`src/rtl/mlp_pkg.sv`:
```
// Shared definitions for the MLP layer datapath: address widths, sequencer states and
// default layer dimensions.
package mlp_pkg;

  localparam int unsigned NEURON_ADDR_W = 12;
  localparam int unsigned WEIGHT_ADDR_W = 16;

  localparam int unsigned DEF_NUM_INPUTS   = 784;
  localparam int unsigned DEF_NUM_OUTPUTS  = 64;
  localparam int unsigned DEF_READ_LATENCY = 1;

  typedef enum logic [2:0] {
    StIdle,
    StClear,
    StAccum,
    StDrain,
    StWrite,
    StDone
  } state_e;

endpackage

```
`src/rtl/control_unit.sv`:
```
// Layer sequencer: walks every (output, input) neuron pair, streaming memory addresses,
// clearing the MAC before each output neuron and strobing the result write.
module control_unit
  import mlp_pkg::*;
#(
  parameter int unsigned NUM_INPUTS   = DEF_NUM_INPUTS,
  parameter int unsigned NUM_OUTPUTS  = DEF_NUM_OUTPUTS,
  parameter int unsigned READ_LATENCY = DEF_READ_LATENCY
) (
  input  logic                     clk,
  input  logic                     reset,
  input  logic                     start,
  output logic [NEURON_ADDR_W-1:0] input_neuron_addr,
  output logic [NEURON_ADDR_W-1:0] output_neuron_addr,
  output logic [WEIGHT_ADDR_W-1:0] input_weight_addr,
  output logic                     reset_mult_acc,
  output logic                     write_neuron,
  output logic                     done
);

  localparam logic [NEURON_ADDR_W-1:0] LastIn    = NEURON_ADDR_W'(NUM_INPUTS - 1);
  localparam logic [NEURON_ADDR_W-1:0] LastOut   = NEURON_ADDR_W'(NUM_OUTPUTS - 1);
  localparam logic [1:0]               LastDrain = 2'(READ_LATENCY - 1);

  state_e     state;
  logic [1:0] drain_cnt;

  always_ff @(posedge clk) begin
    if (reset) begin
      state              <= StIdle;
      input_neuron_addr  <= '0;
      output_neuron_addr <= '0;
      input_weight_addr  <= '0;
      drain_cnt          <= '0;
      reset_mult_acc     <= 1'b1;
      write_neuron       <= 1'b0;
      done               <= 1'b0;
    end else begin
      write_neuron <= 1'b0;
      unique case (state)
        StIdle: begin
          reset_mult_acc <= 1'b1;
          if (start) begin
            state              <= StClear;
            input_neuron_addr  <= '0;
            output_neuron_addr <= '0;
            input_weight_addr  <= '0;
          end
        end
        StClear: begin
          state          <= StAccum;
          // First ACCUM cycle sees stale bus data whenever the memory has latency.
          reset_mult_acc <= (READ_LATENCY != 0);
        end
        StAccum: begin
          if (input_neuron_addr == LastIn) begin
            reset_mult_acc <= 1'b0;
            if (READ_LATENCY != 0) begin
              state     <= StDrain;
              drain_cnt <= '0;
            end else begin
              state        <= StWrite;
              write_neuron <= 1'b1;
            end
          end else begin
            input_neuron_addr <= input_neuron_addr + 1'b1;
            input_weight_addr <= input_weight_addr + 1'b1;
            reset_mult_acc    <= ((32'(input_neuron_addr) + 32'd1) < READ_LATENCY);
          end
        end
        StDrain: begin
          if (drain_cnt == LastDrain) begin
            state        <= StWrite;
            write_neuron <= 1'b1;
          end else begin
            drain_cnt <= drain_cnt + 1'b1;
          end
        end
        StWrite: begin
          reset_mult_acc <= 1'b1;
          if (output_neuron_addr == LastOut) begin
            state <= StDone;
            done  <= 1'b1;
          end else begin
            // Weight counter runs on, landing on (o+1)*NUM_INPUTS.
            state              <= StClear;
            output_neuron_addr <= output_neuron_addr + 1'b1;
            input_neuron_addr  <= '0;
            input_weight_addr  <= input_weight_addr + 1'b1;
          end
        end
        StDone: begin
          reset_mult_acc <= 1'b1;
          if (!start) begin
            state <= StIdle;
            done  <= 1'b0;
          end
        end
        default: begin
          state          <= StIdle;
          reset_mult_acc <= 1'b1;
          done           <= 1'b0;
        end
      endcase
    end
  end

endmodule

```
`config.mk`:
```
export PLATFORM = sky130hd
export DESIGN_NAME = control_unit
export DESIGN_NICKNAME = d
export VERILOG_FILES = /design/src/rtl/mlp_pkg.sv /design/src/rtl/control_unit.sv
export SDC_FILE = /design/constraint.sdc
export NUM_CORES = 1
export LEC_CHECK = 0
export CAP_MARGIN = 20
export CORE_AREA = 4 4 106 83
export CTS_CLUSTER_DIAMETER = 80
export DETAILED_ROUTE_END_ITERATION = 10
export DIE_AREA = 0 0 110 87
export GPL_TIMING_DRIVEN = 0
export PLACE_DENSITY_LB_ADDON = 0.12
export SLEW_MARGIN = 10
export SYNTH_ARGS = -nofsm -noshare
export SYNTH_HDL_FRONTEND = slang
export SYNTH_SLANG_ARGS = --single-unit
```
`constraint.sdc`:
```
create_clock -name clk -period 2.2 [get_ports clk]
set_input_delay 0.44 -clock clk [delete_from_list [all_inputs] [get_ports clk]]
set_output_delay 0.44 -clock clk [all_outputs]
set_load 0.02 [all_outputs]
```
==> reports/metrics.yaml <==
layout:
  antenna_cells: 0
  multi_input_area_sq_um: 1770
  nets: 402
  areaGrowthSynthToFinish_pct: 28.2
  seq_area_sq_um: 968
  drive_gt1_share_pct: 14.1
  n_fill_cell: 760
setup_path:
  crit_buf_inv: 1
  r2r_setup_slack_ns: 0.08
  path_max_fanout: 10
  worstPathCellList: "or4_1 > or4_4 > nand2_4 > buf_8 > nand2_8 > a311oi_2"
  worstSetupEndpointType: "register"
  cp_num_cells: 6
  worst_r2r_endpoint: "input_neuron_addr[6]"
  cpPeakStageDelay_ns: 0.55
  setup.worst_path.end: "input_neuron_addr[6]"
  path_class: "reg2reg"
  cp.required_ns: 2.41
  critPathArrivalTime_ns: 2.33
  timing.rr.start: "output_neuron_addr[6]"
  cp_top_family: "simple AND/OR/NAND/NOR gates"
  startpoint_type: "register"
  cp_slowest_cell: "or4_1"
  r2r_cells: 6
  cp-startpoint: "output_neuron_addr[6]"
detailed_routing:
  wl_per_cell_microns: 15.8
  firstDrtPassIters: 4
  top_layer: "met4"
  route.met3.wl_microns: 436
  wl_met1_microns: 4000
  met2WireLength_microns: 3450
  wl_microns: 7940
  vias: 2752
  drc: 0
  ant_nets: 0
  vias_per_cell: 5.49
  dr.first_iter.drc_count: 169
timing:
  clock.fmax_ghz: 0.472
  worst_slack_ns: 0.0824
  tns_ns: 0
  worst_pin_slew_ns: 0.705
  setup_viol: 0
  fin_crit_ns: 2.12
  finalHoldViolCount: 0
  slew_headroom_pct: 52.7
  finClkSkew_ns: 0.0135
  rsz0062_at_grt: "yes"
  slew_violations: 0
  fin_crit_sh_pct: 96.3
logic_synthesis:
  synth_cells: 341
  async_reset_ff_share_pct: 0
  yosysTopAreaCell: "dfxtp_1"
  yosys.cell_types.count: 57
  ys_seq_area_share_pct: 34.4
  synth_top_area_share_pct: 34.4
  syn-num-nets: 348
  synthTopCellsByCount: "48 x dfxtp_1, 35 x nand2_1, 31 x nor2_1"
  synth.avg_cell_area_sq_um: 8.19
  synth_area_leaders: "dfxtp_1 34%, nand2_1 4.7%, nor2_1 4.2%"
  ys_seq_elements: 48
  synthesis.area_sq_um: 2790
  synth-edff-count: 0
  synth_most_common_cell: "dfxtp_1"
  synth_flop_cell: "dfxtp_1"
  ys_warn_count: 0
cts:
  h-tree-depth: 2
  cts.sinks: 48
  numCtsBuffers: 5
  tritoncts: "built"
  clkLatencyLatePin_ns: 0.31
  clockBufferDepth: 2
  path_clk_slew_ns: 0.10
  clockRootBuffer: "clkbuf_8"
pwr:
  power.switching_uw: 552
  cellPowerDensity_nw_per_um2: 500
  power.internal_uw: 1240
  switching_share_pct: 30.8
  max-vdd-ir-drop_mv: 0.228
  comb_power_share_pct: 17.0
  pwr-share-clk_pct: 32.2
  p_seq_share_pct: 50.8
  leakagePower_uw: 0.00113
outcome:
  status: "finished, final reports clean"
global_route:
  first_global_vias: 2631
  grt_pass1_wl_microns: 13300
  grt_max_degree: 20
  track_usage_pct: 17.3
  grt_overflow: 0
  antenna_found_initial: 0
floorplan:
  die_h_microns: 87
  ios: 46
  core_sq_um: 7740
  rows: 28
  die_w_microns: 110
  initial_core_util_pct: 36.1
  die-area_sq_um: 9570
placement:
  place.gp.congestion: 0.841
  portBuffers: 44
  pre_cts_slack_ns: -0.659
  hpwl_microns: 5640
run:
  cap_violations: 0
worst_hold_path:
  hold_class: "reg2reg"
-- per-stage QoR --
stage / utilization [%] / power (uW) / instances / hold WS, ns / cell area (sq um)
after global routing: 46.2 / 1880 / 501 / 0.523 / 3580
after detailed placement: 43.5 / 1210 / 490 / 0.471 / 3370
final: 46.2 / 1790 / 501 / 0.491 / 3580
after global placement: 43.5 / 1210 / 490 / 0.459 / 3370
after floorplan: - / 1120 / 341 / 0.464 / 2800
after CTS: 45.3 / 1790 / 500 / 0.487 / 3510
-- area by class of cell --
type / count / area share (%)
inverter: 11 / 1.15
clock buffer: 7 / 2.41
sequential: 48 / 27.1
clock inverter: 1 / 0.210
buffer: 17 / 2.62
tap: 105 / 3.67
timing repair buffer: 49 / 13.4
multi-input combinational: 263 / 49.4
-- layer usage --
metal / global-route usage, % / vias up
met4: 3.85 / 0
met5: 0 / -
met3: 3.78 / 5
met1: 25.3 / 1314
met2: 25.8 / 57
li1: - / 1376
-- tightest hold or removal path, stage by stage (launching register included) --
cell and delay, ns:
dfxtp_1 0.34, nand2_1 0.06, mux2i_1 0.06
-- cell usage in the layout (no fill, tap or decap), types with 3 or more instances in the layout --
master,instances
nor2_1,31
clkdlybuf4s50_1,43
nor4_1,5
xnor2_1,9
or2_2,3
mux2i_1,10
nand2b_1,9
o21ai_0,18
a31oi_1,7
a211oi_2,4
dfxtp_1,42
a21oi_1,18
a2111o_1,5
clkbuf_1,9
a311oi_2,6
nand3b_1,3
nand4_1,7
and4_1,3
clkbuf_2,4
buf_4,5
a2111oi_0,3
and3_1,8
nor3_1,14
nand3_1,14
inv_1,11
a21o_1,3
clkbuf_8,6
nor2b_1,3
a211oi_1,4
dfxtp_2,6
and2_1,3
ha_1,3
nand2_1,35
-- worst min-delay path by stage --
stage,from,to,cells after the start,slack [ns]
4_1_cts,input_weight_addr[15],input_weight_addr[15],2,0.49
6_report,input_weight_addr[10],input_weight_addr[10],2,0.49
5_1_grt,input_weight_addr[10],input_weight_addr[10],2,0.52
3_3_place_gp,input_weight_addr[15],input_weight_addr[15],2,0.46
2_1_floorplan,drain_cnt[0],drain_cnt[0],2,0.46
3_5_place_dp,input_weight_addr[15],input_weight_addr[15],2,0.47
-- registers in the layout, summed over array words and instances, names as in the netlist --
register	flops
done	1
drain_cnt	2
input_neuron_addr	12
input_weight_addr	16
output_neuron_addr	12
reset_mult_acc	1
state	3
write_neuron	1
-- timing repair --
| item | 4_1_cts | 5_1_grt |
|---|---|---|
| pin swaps | 2 | 1 |
| setup buffers | 4 | 1 |
| hold buffers | 0 | 0 |
| hold endpoints to repair | 0 | 0 |
| resized for setup | 11 | 15 |
| endpoints found under the setup margin | 28 | 32 |
-- logic make-up (layout without fill, tap and decap cells) --
logic type | after synthesis | in the layout | share of synthesized area (%)
AND/OR/NAND/NOR | 147 | 147 | 27.6
AO/OA/AOI/OAI | 92 | 92 | 24.7
flip-flops | 48 | 48 | 34.4
buffers and inverters | 30 | 85 | 4.71
multiplexers | 11 | 11 | 3.99
XOR/XNOR | 9 | 9 | 2.82
adder cells (fa/ha/maj) | 4 | 4 | 1.79
-- power groups by stage --
stage	logic, uW	clock network, uW	registers, uW
floorplan	193	0	926
CTS	291	598	906
finish	305	576	909
global placement	287	0	922
global route	335	633	912
detailed placement	287	0	923
Note: power is estimated with default switching activity, not from simulation.
